$ cat src/rtl/lnet_input_packer.sv
// LogicNets input packer: quantizes raw signed features to 2-bit codes against
// per-feature thresholds and packs a sample into one vector. LNET_PACKER_SKID_EN adds a second output buffer.
module lnet_feat_quant #(
  parameter int FEAT_W = 16,
  parameter int A_W    = 5,
  parameter int BASE   = 0
) (
  input  logic                     clk,
  input  logic                     rst_n,
  input  logic                     i_we,
  input  logic [A_W-1:0]           i_addr,
  input  logic signed [FEAT_W-1:0] i_wdata,
  input  logic signed [FEAT_W-1:0] i_x,
  output logic [1:0]               o_code
);
  logic signed [FEAT_W-1:0] r_thr [3];

  always_ff @(posedge clk or negedge rst_n) begin
    if (!rst_n) begin
      for (int k = 0; k < 3; k++) r_thr[k] <= '0;
    end else begin
      for (int k = 0; k < 3; k++)
        if (i_we && i_addr == A_W'(BASE + k)) r_thr[k] <= i_wdata;
    end
  end

  assign o_code = {1'b0, i_x >= r_thr[0]} + {1'b0, i_x >= r_thr[1]} + {1'b0, i_x >= r_thr[2]};
endmodule

module lnet_input_packer #(
  parameter int FEAT_W   = 16,
  parameter int NUM_FEAT = 8,
  parameter int CODE_W   = 2,
  localparam int A_W     = $clog2(NUM_FEAT * 3)
) (
  input  logic                       clk,
  input  logic                       rst_n,
  input  logic                       s_valid,
  output logic                       s_ready,
  input  logic [FEAT_W-1:0]          s_data,
  input  logic                       s_last,
  output logic                       m_valid,
  input  logic                       m_ready,
  output logic [NUM_FEAT*CODE_W-1:0] m_data,
  input  logic                       thr_we,
  input  logic [A_W-1:0]             thr_addr,
  input  logic [FEAT_W-1:0]          thr_data,
  output logic                       err_frame,
  input  logic                       err_clr
);
  localparam int IDX_W = $clog2(NUM_FEAT);
  localparam logic [IDX_W-1:0] LAST = IDX_W'(NUM_FEAT - 1);

  logic [NUM_FEAT-1:0][CODE_W-1:0] w_codes, r_asm, w_asm_nxt;
  logic [IDX_W-1:0] r_idx;
  logic r_err, w_acc, w_is_last, w_err, w_done;

  // Every lane quantizes the current beat; only the lane at r_idx is kept.
  for (genvar g = 0; g < NUM_FEAT; g++) begin : g_lane
    lnet_feat_quant #(.FEAT_W(FEAT_W), .A_W(A_W), .BASE(g * 3)) u_quant (
      .clk(clk), .rst_n(rst_n), .i_we(thr_we), .i_addr(thr_addr),
      .i_wdata(thr_data), .i_x(s_data), .o_code(w_codes[g])
    );
  end

  assign w_acc     = s_valid && s_ready;
  assign w_is_last = (r_idx == LAST);
  assign w_err     = w_acc && (s_last != w_is_last);
  assign w_done    = w_acc && s_last && w_is_last;
  assign err_frame = r_err;

  always_comb begin
    w_asm_nxt        = r_asm;
    w_asm_nxt[r_idx] = w_codes[r_idx];
  end

  always_ff @(posedge clk or negedge rst_n) begin
    if (!rst_n) begin
      r_asm <= '0;
      r_idx <= '0;
      r_err <= 1'b0;
    end else begin
      if (w_acc) begin
        r_asm <= w_asm_nxt;
        r_idx <= (w_done || w_err) ? '0 : r_idx + 1'b1;
      end
      if (w_err)        r_err <= 1'b1;
      else if (err_clr) r_err <= 1'b0;
    end
  end

`ifdef LNET_PACKER_SKID_EN
  // Two-entry output FIFO; the head entry stays put while the tail is refilled.
  logic [NUM_FEAT*CODE_W-1:0] r_buf0, r_buf1;
  logic       r_rd, r_wr, w_pop;
  logic [1:0] r_cnt;

  assign w_pop   = m_valid && m_ready;
  assign m_valid = (r_cnt != 2'd0);
  assign m_data  = r_rd ? r_buf1 : r_buf0;
  assign s_ready = !(r_cnt == 2'd2 && w_is_last);

  always_ff @(posedge clk or negedge rst_n) begin
    if (!rst_n) begin
      r_buf0 <= '0;
      r_buf1 <= '0;
      r_rd   <= 1'b0;
      r_wr   <= 1'b0;
      r_cnt  <= 2'd0;
    end else begin
      if (w_done) begin
        if (r_wr) r_buf1 <= w_asm_nxt;
        else      r_buf0 <= w_asm_nxt;
        r_wr <= ~r_wr;
      end
      if (w_pop) r_rd <= ~r_rd;
      case ({w_done, w_pop})
        2'b10:   r_cnt <= r_cnt + 2'd1;
        2'b01:   r_cnt <= r_cnt - 2'd1;
        default: r_cnt <= r_cnt;
      endcase
    end
  end
`else
  typedef enum logic {COLLECT, HOLD} state_t;
  state_t r_state, w_state_nxt;
  logic [NUM_FEAT*CODE_W-1:0] r_out;

  always_ff @(posedge clk or negedge rst_n) begin
    if (!rst_n) begin
      r_state <= COLLECT;
      r_out   <= '0;
    end else begin
      r_state <= w_state_nxt;
      if (w_done) r_out <= w_asm_nxt;
    end
  end

  always_comb begin
    w_state_nxt = r_state;
    s_ready     = 1'b0;
    m_valid     = 1'b0;
    case (r_state)
      COLLECT: begin
        s_ready = 1'b1;
        if (w_done) w_state_nxt = HOLD;
      end
      HOLD: begin
        m_valid = 1'b1;
        if (m_ready) w_state_nxt = COLLECT;
      end
      default: w_state_nxt = COLLECT;
    endcase
  end

  assign m_data = r_out;
`endif
endmodule

$ cat config.mk
export PLATFORM = sky130hd
export DESIGN_NAME = lnet_input_packer
export DESIGN_NICKNAME = d
export VERILOG_FILES = /design/src/rtl/lnet_input_packer.sv
export SDC_FILE = /design/constraint.sdc
export NUM_CORES = 1
export LEC_CHECK = 0
export BUFFER_PORTS_ARGS = -buffer_cell sky130_fd_sc_hd__clkbuf_2
export CORE_UTILIZATION = 60
export CTS_CLUSTER_SIZE = 8
export DETAILED_ROUTE_END_ITERATION = 6
export PLACE_DENSITY = 0.81
export REMOVE_ABC_BUFFERS = 1
export SLEW_MARGIN = 30
export SYNTH_ARGS = -nofsm -noshare
export SYNTH_HDL_FRONTEND = slang
export SYNTH_SLANG_ARGS = --single-unit
$ cat constraint.sdc
create_clock -name clk -period 7.9 [get_ports clk]
set_clock_uncertainty 0.2 [all_clocks]
set_input_delay 1.975 -clock clk [delete_from_list [all_inputs] [get_ports clk]]
set_output_delay 1.975 -clock clk [all_outputs]
set_load 0.005 [all_outputs]
After elaboration in Yosys (flattened, before gate mapping):

Index checks and enable logic that the tools add are counted.

* $add $sub $neg: 17
* magnitude comparators: 26
* equality and inequality tests: 25
* muxes and demuxes: 13
* bitwise gates (word level): 1
* reductions and logical operators: 32

Operators by type and width (count)
* >= comparator 16 bit: 24
* equality test 5 x 4 -> 1 bit, second input constant: 8
* equality test 5 bit, second input constant: 8
* logical AND 1 bit: 29
* equality test 5 x 3 -> 1 bit, second input constant: 4
* adder 1 x 1 -> 2 bit: 8
* adder 2 x 1 -> 2 bit: 8
* bitwise mux 16 bit: 1
* equality test 5 x 2 -> 1 bit, second input constant: 2
* binary-select mux 2 bit (select 3 bit): 1
* demux 2 bit (select 3 bit): 1
* two-way mux 1 bit: 6
* equality test 5 x 1 -> 1 bit, second input constant: 1
* logical NOT 5 bit: 1
* less-than comparator 3 x 4 -> 1 bit, second input constant: 1
* two-way mux 2 bit: 2
* adder 3 x 1 -> 3 bit, second input constant: 1
* equality test 3 bit, second input constant: 1
* >= comparator 3 x 1 -> 1 bit, second input constant: 1
* two-way mux 3 bit: 1
* case mux 1 bit (2 select lines): 1
* nonzero test 2 bit: 1
* logical OR 1 bit: 1
* != test 1 bit: 1
* inverter 1 bit: 1

* flip-flop bits (word level): 421
* input bits: 44
* output and inout bits: 19
* word-level logic and storage cells: 150

Depth between registers and ports, before layout:

Gate-level depths: netlist of the first run.

* word-level depth: 6
* depth in mapped cells: 10
* mapped depth without buffers: 10

Cells and area by module:

A second synthesis of the first run with hierarchy kept.

* cell total of the unflattened synthesis: 2545
* area total of the unflattened synthesis: 25954.9 sq um

By module, submodules not included
* lnet_feat_quant (g_lane[3].u_quant): times used 1, cells each 269, area an instance 3213.1 sq um, sequential area each 1201.2 sq um
* lnet_feat_quant (g_lane[0].u_quant): times used 1, cells each 290, area an instance 3084.2 sq um, sequential area each 1201.2 sq um
* lnet_feat_quant (g_lane[6].u_quant): times used 1, cells each 292, area an instance 3026.7 sq um, sequential area each 1201.2 sq um
* lnet_feat_quant (g_lane[5].u_quant): times used 1, cells each 307, area an instance 3014.1 sq um, sequential area each 1201.2 sq um
* lnet_feat_quant (g_lane[1].u_quant): times used 1, cells each 292, area an instance 3011.6 sq um, sequential area each 1201.2 sq um
* lnet_feat_quant (g_lane[2].u_quant): times used 1, cells each 308, area an instance 2997.9 sq um, sequential area each 1201.2 sq um
* lnet_feat_quant (g_lane[7].u_quant): times used 1, cells each 325, area an instance 2960.3 sq um, sequential area each 1201.2 sq um
* lnet_feat_quant (g_lane[4].u_quant): times used 1, cells each 322, area an instance 2940.3 sq um, sequential area each 1201.2 sq um
* lnet_input_packer: times used 1, cells each 140, area an instance 1706.6 sq um, sequential area each 925.9 sq um

Worst setup path after synthesis of the first run:

OpenSTA, ideal clock, no wires.

* path type: input -> register
* from: input port s_data[0]
* to: register r_asm[12] in the netlist's numbering
* setup time: 125 ps
* arrival time: 4433 ps
* required time: 7575 ps
* slack: 3142 ps
* cell stages on the path: 9
* path buffers: 0
* cell sequence: inv_1 > ha_1 > nor2b_1 > o211ai_1 > a2111oi_0 > a2111oi_0 > mux2_2 > fa_1 > mux2_2

* word-level cells in the longest chain between the ends: 6
* elaborated cells between the ends (all ways): 43
* classes of those cells: add/sub (16); order compare (24); mux (3)

Ends and longest elaborated chain
* start: declaration: RTL line 40 `input logic [FEAT_W-1:0] s_data,`
* >= comparator 16 bit: RTL line 27 `assign o_code = {1'b0, i_x >= r_thr[0]} + {1'b0, i_x >= r_thr[1]} + {1'b0, i_x >= r_thr[2]};`
* adder 1 x 1 -> 2 bit: RTL line 27
* adder 2 x 1 -> 2 bit: RTL line 27
* binary-select mux 2 bit (select 3 bit) (*): RTL line 74 `w_asm_nxt[r_idx] = w_codes[r_idx];`
* two-way mux 2 bit (implied by the code) (*): RTL line 74
* bitwise mux 16 bit (*): RTL line 74
* end signal: assignment: RTL line 84 `r_asm <= w_asm_nxt;`
* end: declaration: RTL line 54 `logic [NUM_FEAT-1:0][CODE_W-1:0] w_codes, r_asm, w_asm_nxt;`

Mark *: on every way between the ends. The rest lies on a longest branch, timed or not. The select of a mux whose other input is x is not followed.
A chain may end at the register's enable or synchronous reset.

Worst setup path in the final report of the first run:

* from: input port s_data[3]
* to: register r_out[14] (netlist: m_data[14])

* word-level cells in the longest chain between the ends: 6
* elaborated cells between the ends (all ways): 43
* classes of those cells: add/sub (16); order compare (24); mux (3)

Ends and longest elaborated chain
* >= comparator 16 bit: RTL line 27
* adder 1 x 1 -> 2 bit: RTL line 27
* adder 2 x 1 -> 2 bit: RTL line 27
* binary-select mux 2 bit (select 3 bit) (*): RTL line 74
* two-way mux 2 bit (implied by the code) (*): RTL line 74
* bitwise mux 16 bit (*): RTL line 74
* end signal: assignment: RTL line 135 `if (w_done) r_out <= w_asm_nxt;`
* end: declaration: RTL line 127 `logic [NUM_FEAT*CODE_W-1:0] r_out;`

Marked as above.

==> results.md, run 1 <==
* Critical path class: input pin to flip-flop
* RSZ-0062 raised after global routing: false
* Synth unique cells at 45
* Critical Path RT at 8.15 ns
* Min Clock Period, post-route at 5.07 ns
* Status: finished with violations
* Top cell type's share of synthesized area at roughly two fifths
* Routed vias/inst at between 6 and 7
* Synth-to-layout area growth at 9.56%
* Dominant cell type by area after synthesis: dfrtp_1
* GPL Wtd Cong at 0.918
* Synth Instances at 2,535
* TNS Setup at 0 ns
* DRC errors left at 1
* Final hold vios at 0
* Chip height at 209 µm
* F_max at 197 MHz
* Port Buffers at 62
* CTS resizes at 0
* Largest net degree at the start of global routing at around 170
* Die Area at 43,500 µm²
* Warnings, synthesis at 0
* Total GRT Usage at roughly a third
* Number of synthesized register bits at 421
* Crit-path max FO at 13
* Final WS setup at between 2 and 3 ns
* Register area share after synthesis at 41.1%
* # nets final at 3,033
* Vias in the first global route at 20,200
* Startpoint Class: input pin
* Max-cap viol count at 0
* Top cells by area, synth: dfrtp_1, ha_1, mux2_2
* # hold bufs at CTS at 0
* Most frequent cell after synthesis: dfrtp_1
* Overall routed net length at 68,300 µm
* Syn Std Cell Area at 25,600 µm²
* # Post-CTS Setup Buffers at 0
* Clock Sinks at 421
* Final period util at between 60% and 70%
* Wire length per cell at 21.8 µm
* Leakage at 13.9 nW
* Rel. slew slack at 29.0%
* Peak VDD IR at 0.216 mV
* Placeable Area at 42,000 µm²
* Cell area power density at approximately 250 nW/µm²
* First-pass GRT wire length at 108,000 µm
* CTS clk-pin slew, worst paths at ~0.050 ns
* Final Setup Violations at 0
* Measured slew at the worst slew-check pin at 1.07 ns
* Antenna violations before repair at 1
* CTS Buf Count at 58
* Top cells by count, synth: dfrtp_1, inv_1, ha_1
* CP endpoint kind: flip-flop
* Main synth FF type: dfrtp_1
* Routed Antenna Nets at 0
* Root buffer cell: clkbuf_16
* Post-synth ARST share at 100%
* Avg Inst Size Synth at 10.1 µm²
* # rows at 75
* DP HPWL at 42,600 µm
* Initial Utilization at about 60%
* Die Wd at 209 µm
* Clock Tree Buf Depth at 3
* EDFF count, synth at 0
* Total power at approximately 7 mW
* Layout cells sized above 1 at 16.4%
* DR pass1 iterations at 7
* Max H-tree Level at 2
* Failing checks: DRC
* Vias at 19,300
* DRT iter0 DRCs at 1,559
* CTS tree: built
* Min-Delay Path Class: flip-flop to flip-flop
* Pre-CTS WS at ~2.3 ns
* Clock latency on the worst-skew pair at 0.62 ns
* Io pins at between 60 and 70
* Slew Limit Fails at 0
* Crit path arrival time at 5.32 ns
* Grt ovf at 0
-- worst max-delay path, stage by stage --
cell and delay [ns]:
clkbuf_2 0.50, buf_4 0.39, ha_1 0.29, and2_1 0.18
o21ai_0 0.08, a21boi_0 0.15, a2111oi_0 0.57, mux2_2 0.42
fa_1 0.46, mux2i_1 0.18, o21ai_0 0.10
-- power by group --
group / total [mW] / switching, mW / leakage, nW / internal [mW]
clock: 2.21 / 0.901 / 0.749 / 1.31
sequential: 2.82 / 0.202 / 5.17 / 2.61
combinational: 1.96 / 1.09 / 7.94 / 0.864
-- logic make-up (layout without fill, tap and decap cells) --
kind of cell    Yosys count  in the layout  share of synthesized area (%)
xor+xnor                  1              1                         0.0342
fa+ha+maj               394            394                           19.5
simple gates            492            492                           9.16
mux                     282            282                           12.5
other cells               0              1                              0
buf+inv                 477            540                           7.14
compound gates          468            468                           10.6
flops                   421            421                           41.1
-- area by class of cell --
cell class / count / area, µm²
fillers: 3097 / 14000
multi-input cells: 1637 / 13300
flip-flops and latches: 421 / 10500
clock buffers: 61 / 1490
inverters: 390 / 1460
well taps: 539 / 674
repair buffers: 87 / 576
clock inverters: 2 / 32.5
diodes: 1 / 2.50
-- registers in the layout, indices dropped and copies added (netlist names) --
register / count
err_frame: 1
g_lane.u_quant.r_thr: 384
m_data: 16
r_asm: 16
r_idx: 3
r_state: 1
-- metal layers --
layer	track usage (%)	wire length, µm
met5	0	0
met4	15.9	3720
met3	5.82	4780
met2	54.3	32200
met1	39.8	27600
-- placed cells by master, fill, tap and decap left out, types with 10 or more instances in the layout --
| cell | instances |
|---|---|
| mux2i_1 | 16 |
| nand4_1 | 61 |
| nand2b_1 | 25 |
| buf_4 | 21 |
| a21o_1 | 46 |
| a2111oi_0 | 14 |
| a211oi_1 | 26 |
| inv_1 | 390 |
| nor2_1 | 51 |
| a21oi_1 | 120 |
| nand3_1 | 36 |
| clkbuf_16 | 59 |
| clkbuf_2 | 57 |
| nor3_1 | 16 |
| or4_1 | 10 |
| o21ai_0 | 219 |
| mux2_4 | 10 |
| ha_1 | 386 |
| nand2_1 | 234 |
| nor2b_1 | 12 |
| mux2_2 | 256 |
| dfrtp_1 | 421 |
-- worst paths after layout --
check,slack (ns),to,startpoint,cells past startpoint
worst max-delay path,2.83,m_data[14]$_DFFE_PN0P_,s_data[3],11
worst min-delay path,0.28,m_data[15]$_DFFE_PN0P_,m_data[15]$_DFFE_PN0P_,2
worst max register to register,4.66,r_asm[6]$_DFFE_PN0P_,g_lane[3].u_quant.r_thr[29]$_DFFE_PN0P_,9
worst min register to register,0.28,m_data[15]$_DFFE_PN0P_,m_data[15]$_DFFE_PN0P_,2
max in group asynchronous,4.87,g_lane[2].u_quant.r_thr[29]$_DFFE_PN0P_,rst_n,3
min in group asynchronous,1.23,g_lane[5].u_quant.r_thr[38]$_DFFE_PN0P_,rst_n,1
-- per-stage QoR --
step,util [%],instance area [µm²],hold WS [ns],instances
2_1_floorplan,-,25300,0.273,2448
3_3_place_gp,63.0,26500,0.274,3072
3_5_place_dp,63.0,26500,0.278,3073
4_1_cts,66.7,28000,0.289,3136
5_1_grt,66.8,28100,0.310,3138
6_report,66.8,28100,0.282,3138
No activity file was read; power rests on OpenSTA's default activity.
==> inputs of run 2 (changes only) <==
==> constraint.sdc (replaced) <==
create_clock -name clk -period 5 [get_ports clk]
set_clock_uncertainty 0.2 [all_clocks]
set_input_delay 1.25 -clock clk [delete_from_list [all_inputs] [get_ports clk]]
set_output_delay 1.25 -clock clk [all_outputs]
set_load 0.005 [all_outputs]
==> results.md, run 2 (synthesized netlist as in run 1, its figures left out) <==
* Status: finished, final reports clean
* DR pass1 iterations at 7
* Io pins at 63
* Peak VDD IR at around 0.32 mV
* DRT iter0 DRCs at 1,551
* Placeable Area at 42,000 µm²
* Critical path class: input pin to flip-flop
* # fillers at around 3,100
* CP endpoint kind: flip-flop
* Min Clock Period, post-route at 4.21 ns
* Die Wd at between 200 and 250 µm
* Delay-heaviest family, CP: adder cells
* Max-cap viol count at 0
* Layout cells sized above 1 at about 17%
* # hold bufs at CTS at 0
* Synth-to-layout area growth at 10.7%
* Measured slew at the worst slew-check pin at between 1 and 1.5 ns
* DRC errors left at 0
* CTS Buf Count at slightly below 60
* # nets final at a little over 3,000
* Worst path max stage delay at slightly below 0.5 ns
* Critical Path RT at 5.29 ns
* Cell area power density at 390 nW/µm²
* Top reg by flops: g_lane.u_quant.r_thr
* Vias in the first global route at 20,500
* DP HPWL at 44,500 µm
* First-pass GRT wire length at 109,000 µm
* Hold Slack at 0.283 ns
* CP most frequent cell: mux2_2
* Final hold vios at 0
* Leakage at 14.0 nW
* GPL Wtd Cong at 0.896
* Max reg flops at ~380
* Max H-tree Level at 2
* Grt ovf at 0
* Largest net degree at the start of global routing at 110
* Final Cell Area at 28,400 µm²
* Commonest cells after routing, fill and taps aside: dfrtp_1, inv_1, ha_1, mux2_2, nand2_1
* Crit-path cells: clkbuf_2 -> buf_4 -> ha_1 -> nand4_1 -> nor4_1 -> a21boi_0 -> a2111oi_0 -> mux2_2 -> fa_1 -> mux2_2
* RSZ-0062 raised after global routing: false
* Placed Area at 26,800 µm²
* Wire length per cell at 21.8 µm
* Clock Sinks at ~420
* Buf/Inv on CP at 2
* Vias at a little under 20,000
* F_max at 238 MHz
* Clock Tree Buf Depth at 3
* Overall routed net length at 69,100 µm
* Total GRT Usage at approximately a third
* Die Area at between 40,000 and 50,000 µm²
* Clock latency on the worst-skew pair at 0.62 ns
* Routed vias/inst at roughly 6.1
* Antenna violations before repair at 4
* CTS resizes at 0
* TNS Setup at 0 ns
* Slew Limit Fails at 0
* Final period util at 84.1%
* Root buffer cell: clkbuf_16
* Crit-path max FO at 14
* Startpoint Class: input pin
* Crit path arrival time at 4.49 ns
* Port Buffers at 62
* CTS tree: built
* Final Setup Violations at 0
* Chip height at 209 µm
* CTS clk-pin slew, worst paths at 0.05 ns
* Routed Antenna Nets at 0
* Most common cell after layout, fill and taps aside: dfrtp_1
* # Post-CTS Setup Buffers at 0
* Flop-to-flop setup slack at about 1.8 ns
* # rows at 75
* Min-Delay Path Class: flip-flop to flip-flop
* Rel. slew slack at 33.0%
* Slowest stage cell, crit path: fa_1
* Initial Utilization at 60.9%
-- run 2: cell type report --
class	instances	area (µm²)	area share, %
Antenna cell	4	10.0	0.0353
Clock buffer	59	1480	5.21
Multi-Input combinational cell	1637	13300	46.9
Tap cell	539	674	2.38
Clock inverter	3	33.8	0.119
Inverter	390	1460	5.16
Timing Repair Buffer	113	873	3.08
Sequential cell	421	10500	37.1
-- run 2: through the flow --
step	util, %	std cells	setup slack [ns]	power, mW
after floorplan	-	2448	0.855	6.52
after global placement	63.8	3099	0.424	7.28
after detailed placement	63.8	3099	0.266	7.55
after CTS	67.3	3161	0.898	11.1
after global routing	67.5	3166	0.708	11.7
final	67.5	3166	0.794	11.1
-- run 2: layer usage --
metal	global-route usage (%)	vias to the layer above	wire length [µm]	part of all wire [%]
met4	18.4	0	3950	5.7
met3	5.41	226	4660	6.7
li1	-	8897	-	-
met5	0	-	0	0
met1	40.3	9632	27900	40
met2	53.9	679	32600	47
-- run 2: final timing paths --
path	from	to	cells after the start
max	s_data[15]	r_asm[0]$_DFFE_PN0P_	10
min	m_data[7]$_DFFE_PN0P_	m_data[7]$_DFFE_PN0P_	2
max reg2reg	g_lane[3].u_quant.r_thr[31]$_DFFE_PN0P_	m_data[6]$_DFFE_PN0P_	10
min reg2reg	m_data[7]$_DFFE_PN0P_	m_data[7]$_DFFE_PN0P_	2
max in group asynchronous	rst_n	g_lane[4].u_quant.r_thr[12]$_DFFE_PN0P_	2
min in group asynchronous	rst_n	g_lane[4].u_quant.r_thr[39]$_DFFE_PN0P_	1
-- run 2: power by group --
part | internal, mW | total (mW) | leakage [nW] | switching, mW
clock | 2.05 | 3.47 | 0.745 | 1.42
sequential | 4.13 | 4.46 | 5.17 | 0.325
combinational | 1.39 | 3.12 | 8.10 | 1.73
-- run 2: tightest hold or removal path, stage by stage, from the launching register on --
cell and delay, ns:
dfrtp_1 0.33, nand2_1 0.05, o21ai_0 0.06
